`src/rtl/mat4_vec4_seq_pkg.sv`:
```
`default_nettype none
// ============================================================================
// Module      : mat4_vec4_seq_pkg
// Description : Shared Q8.8 constants, sequencer state encoding and the
//               matrix row-select helper for the mat4 x vec4 transform.
// Revision    : 1.0 - initial release
// ============================================================================
package mat4_vec4_seq_pkg;

    localparam int Q88_W = 16;
    localparam logic [Q88_W-1:0] Q88_ONE = 16'h0100;

    typedef enum logic [2:0] {
        ST_IDLE  = 3'd0,
        ST_ISSUE = 3'd1,
        ST_GUARD = 3'd2,
        ST_WAIT  = 3'd3,
        ST_FIN   = 3'd4
    } state_t;

    // 4:1 row select on a row-major 4x4 matrix. Element c of the returned
    // row sits at bits [16*c +: 16], so column 0 is the least significant.
    function automatic logic [4*Q88_W-1:0] get_row(
        input logic [16*Q88_W-1:0] m,
        input logic [1:0]          r
    );
        logic [4*Q88_W-1:0] row;
        row = m[0 +: 4*Q88_W];
        case (r)
            2'd0: row = m[0*4*Q88_W +: 4*Q88_W];
            2'd1: row = m[1*4*Q88_W +: 4*Q88_W];
            2'd2: row = m[2*4*Q88_W +: 4*Q88_W];
            2'd3: row = m[3*4*Q88_W +: 4*Q88_W];
            default: row = m[0 +: 4*Q88_W];
        endcase
        return row;
    endfunction

endpackage
`default_nettype wire

```
`src/rtl/mat4_vec4_seq.sv`:
```
`default_nettype none
// ============================================================================
// Module      : mat4_vec4_seq
// Description : Q8.8 4x4 matrix x 4-vector sequencer (out = M * v). Issues one
//               job per matrix row to an external, shareable dot4 unit over a
//               start/done handshake and collects the row results.
// Ports       : clk, reset         - clock, synchronous active-high reset
//               start_i            - request a transform (taken only when idle)
//               m_i                - row-major matrix, M[r][c] at 16*(4r+c)
//               v_*_i              - input vector
//               busy_o, done_o     - job in flight / result valid (held)
//               out_*_o            - result rows 0..3
//               dot_start_o        - one-cycle dot4 job request
//               dot_v1_*_o         - matrix row operand
//               dot_v2_*_o         - vector operand
//               dot_done_i         - dot4 done level
//               dot_result_i       - dot4 Q8.8 result
// Parameters  : W      - word width, only 16 supported
//               AFFINE - 1: three rows only, out_w forced to 1.0
// Revision    : 1.0 - initial release
// ============================================================================
module mat4_vec4_seq
    import mat4_vec4_seq_pkg::*;
#(
    parameter int W      = 16,
    parameter bit AFFINE = 1'b0
) (
    input  logic          clk,
    input  logic          reset,
    input  logic          start_i,
    input  logic [16*W-1:0] m_i,
    input  logic [W-1:0]  v_x_i,
    input  logic [W-1:0]  v_y_i,
    input  logic [W-1:0]  v_z_i,
    input  logic [W-1:0]  v_w_i,
    output logic          busy_o,
    output logic          done_o,
    output logic [W-1:0]  out_x_o,
    output logic [W-1:0]  out_y_o,
    output logic [W-1:0]  out_z_o,
    output logic [W-1:0]  out_w_o,
    output logic          dot_start_o,
    output logic [W-1:0]  dot_v1_x_o,
    output logic [W-1:0]  dot_v1_y_o,
    output logic [W-1:0]  dot_v1_z_o,
    output logic [W-1:0]  dot_v1_w_o,
    output logic [W-1:0]  dot_v2_x_o,
    output logic [W-1:0]  dot_v2_y_o,
    output logic [W-1:0]  dot_v2_z_o,
    output logic [W-1:0]  dot_v2_w_o,
    input  logic          dot_done_i,
    input  logic [W-1:0]  dot_result_i
);

    localparam logic [1:0] LAST_ROW = AFFINE ? 2'd2 : 2'd3;

    state_t              state_q;
    logic [1:0]          row_q;
    logic                busy_q;
    logic                done_q;
    logic                dot_start_q;
    logic [3:0][W-1:0]   out_q;
    logic [4*W-1:0]      dot_v1_q;
    logic [4*W-1:0]      dot_v2_q;

    logic [1:0]          row_nxt_d;
    logic [4*W-1:0]      vec_d;

    assign row_nxt_d = row_q + 2'd1;
    assign vec_d     = {v_w_i, v_z_i, v_y_i, v_x_i};

    // All outputs are registered; dot_start and the operands are loaded on
    // entry to ISSUE so the request is visible exactly during the ISSUE cycle
    // and the operands stay stable through GUARD and WAIT.
    always_ff @(posedge clk) begin
        if (reset) begin
            state_q     <= ST_IDLE;
            row_q       <= 2'd0;
            busy_q      <= 1'b0;
            done_q      <= 1'b0;
            dot_start_q <= 1'b0;
            out_q       <= '0;
            dot_v1_q    <= '0;
            dot_v2_q    <= '0;
        end else begin
            dot_start_q <= 1'b0;
            case (state_q)
                ST_IDLE: begin
                    if (start_i) begin
                        done_q      <= 1'b0;
                        busy_q      <= 1'b1;
                        row_q       <= 2'd0;
                        dot_v1_q    <= get_row(m_i, 2'd0);
                        dot_v2_q    <= vec_d;
                        dot_start_q <= 1'b1;
                        state_q     <= ST_ISSUE;
                    end
                end
                ST_ISSUE: begin
                    state_q <= ST_GUARD;
                end
                ST_GUARD: begin
                    // dot_done may still be high from the previous job here;
                    // dot4 only drops it once it has taken the new start.
                    state_q <= ST_WAIT;
                end
                ST_WAIT: begin
                    if (dot_done_i) begin
                        out_q[row_q] <= dot_result_i;
                        if (row_q == LAST_ROW) begin
                            state_q <= ST_FIN;
                        end else begin
                            row_q       <= row_nxt_d;
                            dot_v1_q    <= get_row(m_i, row_nxt_d);
                            dot_v2_q    <= vec_d;
                            dot_start_q <= 1'b1;
                            state_q     <= ST_ISSUE;
                        end
                    end
                end
                ST_FIN: begin
                    done_q <= 1'b1;
                    busy_q <= 1'b0;
                    if (AFFINE) begin
                        out_q[3] <= Q88_ONE;
                    end
                    state_q <= ST_IDLE;
                end
                default: begin
                    state_q <= ST_IDLE;
                end
            endcase
        end
    end

    assign busy_o      = busy_q;
    assign done_o      = done_q;
    assign dot_start_o = dot_start_q;
    assign out_x_o     = out_q[0];
    assign out_y_o     = out_q[1];
    assign out_z_o     = out_q[2];
    assign out_w_o     = out_q[3];
    assign dot_v1_x_o  = dot_v1_q[0*W +: W];
    assign dot_v1_y_o  = dot_v1_q[1*W +: W];
    assign dot_v1_z_o  = dot_v1_q[2*W +: W];
    assign dot_v1_w_o  = dot_v1_q[3*W +: W];
    assign dot_v2_x_o  = dot_v2_q[0*W +: W];
    assign dot_v2_y_o  = dot_v2_q[1*W +: W];
    assign dot_v2_z_o  = dot_v2_q[2*W +: W];
    assign dot_v2_w_o  = dot_v2_q[3*W +: W];

endmodule
`default_nettype wire
```
`config.mk`:
```
export PLATFORM = sky130hd
export DESIGN_NAME = mat4_vec4_seq
export DESIGN_NICKNAME = d
export VERILOG_FILES = /design/src/rtl/mat4_vec4_seq_pkg.sv /design/src/rtl/mat4_vec4_seq.sv
export SDC_FILE = /design/constraint.sdc
export NUM_CORES = 1
export LEC_CHECK = 0
export CAP_MARGIN = 20
export CORE_AREA = 8 8 200 202
export CTS_BUF_LIST = sky130_fd_sc_hd__clkbuf_16
export DETAILED_ROUTE_END_ITERATION = 10
export DIE_AREA = 0 0 208 210
export PLACE_DENSITY_LB_ADDON = 0.05
export SLEW_MARGIN = 10
export SYNTH_ARGS = -nofsm -noshare
export SYNTH_HDL_FRONTEND = slang
export SYNTH_SLANG_ARGS = --single-unit
```
`constraint.sdc`:
```
create_clock -name clk -period 1.68 [get_ports clk]
set_clock_uncertainty 0.1 [all_clocks]
set_input_delay 0.252 -clock clk [delete_from_list [all_inputs] [get_ports clk]]
set_output_delay 0.252 -clock clk [all_outputs]
set_load 0.03 [all_outputs]
```
Word-level counts from Yosys, hierarchy flattened
Index checks and enable logic that the tools add are counted.
{"block": "op_classes", "add_sub_neg": 1, "n_lt_le_gt_ge": 2, "eq_ne": 11, "mux": 28, "reduce_logical": 9}
{"op": "$mux 64", "count": 6}
{"op": "$pmux 64 s2", "count": 2}
{"op": "$pmux 64 s4", "count": 1}
{"op": "$bwmux 64", "count": 1}
{"op": "$demux 16 s2", "count": 1}
{"op": "$mux 16", "count": 1}
{"op": "$pmux 3 s4", "count": 1}
{"op": "$mux 3", "count": 3}
{"op": "$eq 2x2->1 const B", "count": 3}
{"op": "$eq 3x2->1 const B", "count": 2}
{"op": "$mux 2", "count": 3}
{"op": "$ne 2x2->1 const B", "count": 3}
{"op": "$pmux 1 s2", "count": 3}
{"op": "$reduce_and 2->1", "count": 3}
{"op": "$mux 1", "count": 5}
{"op": "$pmux 2 s2", "count": 1}
{"op": "$reduce_and 4->1", "count": 1}
{"op": "$reduce_bool 2->1", "count": 2}
{"op": "$eq 3x1->1 const B", "count": 1}
{"op": "$eq 3x3->1 const B", "count": 1}
{"op": "$logic_not 3->1", "count": 1}
{"op": "$lt 2x3->1 const B", "count": 1}
{"op": "$add 2x1->2 const B", "count": 1}
{"op": "$eq 2x1->1 const B", "count": 1}
{"op": "3 further kinds", "count": 3}
{"block": "totals", "regBits": 200, "input_bits": 340, "word_cells": 62}

Longest topological paths before layout
{"block": "depth", "depth_word": 6, "ltp_mapped": 8, "mapped_depth_nobuf": 6}

Worst setup path before layout
OpenSTA, ideal clock, no wires.
{"block": "synth_timing", "kind": "reg-to-reg", "startpoint": "register row_q[0]", "endpoint": "register dot_v1_q[4]", "setup_time_ps": 131, "arrival_ps": 1545, "required_ps": 1449, "slack_ps": -97, "stages_incl_launch_ff": 9, "n_path_buf": 2, "cell_sequence": "dfxtp_1 inv_1 ha_1 clkbuf_1 buf_1 a222oi_1 nor2_1 a21oi_1 o21ai_0"}
{"block": "synth_via", "elab_chain_len": 6, "word_cells_on_any_way": 12, "cone_classes": "1 x add/sub; 5 x eq/ne; 4 x mux; 2 x reduce/logical"}
{"item": "start, declared", "line_no": "mat4_vec4_seq.sv:58", "source": "logic [1:0] row_q;"}
{"item": "start signal, assigned", "line_no": "mat4_vec4_seq.sv:113", "source": "row_q <= row_nxt_d;"}
{"item": "$add 2x1->2", "line_no": "mat4_vec4_seq.sv:69", "source": "assign row_nxt_d = row_q + 2'd1;"}
{"item": "$eq 2x2->1, or another cell as far along", "line_no": "mat4_vec4_seq_pkg.sv:29", "source": "case (r)"}
{"item": "$pmux 64 s4", "line_no": "mat4_vec4_seq_pkg.sv:29"}
{"item": "$mux 64", "line_no": "mat4_vec4_seq.sv:110", "source": "if (row_q == LAST_ROW) begin"}
{"item": "$mux 64", "line_no": "mat4_vec4_seq.sv:108", "source": "if (dot_done_i) begin"}
{"item": "$pmux 64 s2", "line_no": "mat4_vec4_seq.sv:87", "source": "case (state_q)"}
{"item": "end signal, assigned", "line_no": "mat4_vec4_seq.sv:93", "source": "dot_v1_q <= get_row(m_i, 2'd0);"}
{"item": "end signal, assigned", "line_no": "mat4_vec4_seq.sv:114", "source": "dot_v1_q <= get_row(m_i, row_nxt_d);"}
{"item": "end, declared", "line_no": "mat4_vec4_seq.sv:63", "source": "logic [4*W-1:0] dot_v1_q;"}
Several ways; a longest one is shown, not always the timed one. The select of a mux whose other input is x is not followed.
A chain may end at the register's enable or synchronous reset.

Worst setup path after layout
{"block": "layout_timing", "startpoint": "register row_q[1]", "endpoint": "register dot_v1_q[18]"}
Same word-level chain as after synthesis.

==> results.sh <==
export IMPL_vias=10149
export IMPL_fillers=3701
export IMPL_status="complete, but fails checks"
export IMPL_yosysUniqueCellTypes=31
export IMPL_critPathKind="reg2reg"
export IMPL_yosys_warnings=0
export IMPL_critPathLaunchType="register"
export IMPL_yosys_area_top_type_share_pct=47.67
export IMPL_synthCells=1049
export IMPL_min_period_ns=2.083
export IMPL_multiInputGateArea_um2=4309
export IMPL_dieArea_um2=43680
export IMPL_drive_gt1_share_pct=16.30
export IMPL_ioPinCount=535
export IMPL_via_per_inst=4.785
export IMPL_regArea_um2=4014
export IMPL_synth_nets=1396
export IMPL_wl_mm=50.55
export IMPL_ys_ff_latch=200
export IMPL_synth_area_leaders="dfxtp_1 (48%), nand2_1 (12%), a21oi_1 (12%)"
export IMPL_grt_pass1_wl_mm=70.52
export IMPL_avgSynthCellArea_um2=8.007
export IMPL_cpPeakStageDelay_ns=0.36
export IMPL_htree_levels=4
export IMPL_r2r_cells=10
export IMPL_syn2layout_area_growth_pct=97.42
export IMPL_cts_root_buf="clkbuf_16"
export IMPL_crit_required_ns=1.92
export IMPL_setup_slack_ns=-0.4026
export IMPL_rr_endpoint="dot_v1_q[18]"
export IMPL_post_route_drc_count=0
export IMPL_num_nets_final=1972
export IMPL_p_leak_nw=7.012
export IMPL_powerDensity_nw_per_um2=784.5
export IMPL_crit_path_max_fanout=6
export IMPL_grt_max_degree=93
export IMPL_dr_pass1_iters=9
export IMPL_cts_tree="built"
export IMPL_die_w_um=208
export IMPL_cp_arrival_ns=2.32
export IMPL_grt_ovfl_total=0
export IMPL_relSlewSlack_pct=54.96
export IMPL_antenna_found_initial=16
export IMPL_ir_drop_v=0.0006214
export IMPL_path_cells="buf_4 > ha_4 > nand4b_1 > buf_6 > buf_6 > a21o_4 > buf_12 > buf_16 > nand3b_1 > o21ai_1"
export IMPL_finalHoldViolCount=0
export IMPL_violations="setup timing"
export IMPL_fmax_ghz=0.4802
export IMPL_hpwlAfterDp_mm=35.11
export IMPL_gp_congestion=0.9087
export IMPL_rows=71
export IMPL_drt_initial_drc_count=798
export IMPL_rsz0062_at_grt="true"
export IMPL_dieHeight_um=210
export IMPL_crit_start="row_q[1]"
export IMPL_timing_rr_start="row_q[1]"
export IMPL_placed_cell_area_um2=14570
export IMPL_worst_pin_slew_ns=0.6756
export IMPL_clkTransAtPathRegs_ns=0.07
export IMPL_clk_latency_ns=0.45
export IMPL_initial_core_util_pct=22.73
export IMPL_finalCritPeriodShare_pct=124.0
export IMPL_avgRoutedWirePerCell_um=23.83
export IMPL_cp_end_kind="register"
export IMPL_hold_class="in2reg"
export IMPL_worst_hold_startpoint="reset"
export IMPL_drv_slew=0
export IMPL_synth_area_um2=8399
export IMPL_core_area_um2=36960
export IMPL_cts_inserted_buffers=17
export IMPL_ys_seq_area_share_pct=47.67
export IMPL_ant_nets=0
export IMPL_maxCapViolCount=0
export IMPL_grt_usage_pct=21.61
export IMPL_yosysTopAreaCell="dfxtp_1"
export IMPL_worstSetupEndpoint="dot_v1_q[18]"
export IMPL_grt_pass1_vias=10232
export IMPL_final_area_um2=16580
export IMPL_io_buffers=534
export IMPL_finalSetupViolCount=131
export IMPL_fin_util_pct=44.87
export IMPL_cts_sinks=200
export IMPL_path_common_cell="buf_6"
export IMPL_worst_path_max_delay_cell="dfxtp_4"
export IMPL_reg2reg_slack_ns=-0.40
export IMPL_ctsLongestPathBuffers=2
-- power by group --
| part | leakage (nW) | switching (mW) | internal [mW] | total (mW) |
|---|---|---|---|---|
| clock | 0.274 | 2.06 | 1.93 | 3.99 |
| sequential | 1.63 | 0.145 | 5.02 | 5.16 |
| combinational | 5.11 | 1.90 | 1.95 | 3.85 |
-- critical path: cells and delay by family, from the launching register on --
kind | cells | cell delay (ns)
fa+ha+maj | 1 | 0.16
buf+inv | 5 | 0.71
flops | 1 | 0.36
simple gates | 2 | 0.27
compound gates | 2 | 0.37
-- Yosys cell counts (all sizes together) --
| master | instances |
|---|---|
| nor4 | 1 |
| a222oi | 64 |
| clkbuf | 68 |
| buf | 32 |
| nand3 | 2 |
| nand3b | 65 |
| and2 | 4 |
| nand2b | 1 |
| nand2 | 263 |
| a221oi | 1 |
| nand4b | 1 |
| a21oi | 195 |
| nand4bb | 1 |
| nor2 | 67 |
| a2bb2oi | 1 |
| and4b | 1 |
| and3 | 1 |
| or3b | 1 |
| nor3 | 2 |
| ha | 7 |
| a22oi | 1 |
| o21ai | 64 |
| inv | 5 |
| a21o | 1 |
| dfxtp | 200 |
-- flip-flops by register name, indices dropped and copies added (netlist names) --
signal	flops
busy_o	1
done_o	1
dot_start_o	1
dot_v1_q	64
dot_v2_q	64
out_w_o	16
out_x_o	16
out_y_o	16
out_z_o	16
row_q	2
state_q	3
-- cell usage in the layout (no fill, tap or decap), types with 36 or more instances in the layout --
master           netlist  routed
a21oi_1              194     164
dfxtp_1              200     196
nor2_1                67      62
buf_4                  1      54
nand3b_1              65      65
nand2_1              263     251
buf_12                 0      36
dlygate4sd2_1          0     177
clkdlybuf4s50_1        0     338
a222oi_1              64      64
-- logic make-up (layout without fill, tap and decap cells) --
group	count (synthesis)	count (layout)	synth area share (%)
AOI/OAI and AO/OA	327	329	23.49
other	0	9	0
DFF	200	200	47.67
and+or+nand+nor	410	410	21.81
buffers and inverters	105	692	5.988
adders and majority gates	7	7	1.043
-- repair_timing --
item                       in CTS  in global routing
cloned                         22                 10
setup endpoints to repair     309                196
gates resized for setup       229                106
hold endpoints to repair        0                  0
pin swaps                      13                 41
hold buffers                    0                  0
setup buffers                  33                 15
-- how the worst min path moves through the flow --
stage,endpoint,slack [ns],depth (start not counted)
after floorplan,dot_v2_q[18],0.29,2
after global placement,dot_v2_q[62],0.34,2
after detailed placement,dot_v2_q[12],0.35,2
after CTS,dot_v1_q[2],0.09,3
after global routing,dot_v1_q[60],0.12,3
final,dot_v1_q[2],0.13,3
-- cell type report --
class                      instances  share of cell area [%]
sequential                       200                   24.21
inverter                           5                  0.1434
timing repair buffer             655                   42.67
tap                              474                   3.577
antenna                            9                  0.1358
multi-input combinational        746                   25.99
clock buffer                      17                   2.565
clock inverter                    15                  0.7168
-- through the flow --
| step | setup TNS (ns) | setup WS, ns | hold WS, ns | total power, mW | instances |
|---|---|---|---|---|---|
| after floorplan | 0 | 0.004072 | 0.2880 | 6.623 | 1049 |
| after global placement | -58.72 | -0.5615 | 0.3410 | 8.484 | 2007 |
| after detailed placement | -62.21 | -0.5294 | 0.3463 | 8.490 | 2007 |
| after CTS | -38.96 | -0.4055 | 0.09327 | 12.93 | 2092 |
| after global routing | -49.67 | -0.4517 | 0.1213 | 13.58 | 2120 |
| final | -40.97 | -0.4026 | 0.1317 | 13.01 | 2121 |
-- routing by layer --
| layer | routed length [um] | track usage (%) | up-vias |
|---|---|---|---|
| met5 | 99 | 0 | - |
| met1 | 19340 | 23.73 | 4813 |
| met3 | 4007 | 8.302 | 68 |
| met2 | 25660 | 37.68 | 377 |
| met4 | 1437 | 7.978 | 16 |
| li1 | - | - | 4875 |
Power figures use the tool's default switching activity.
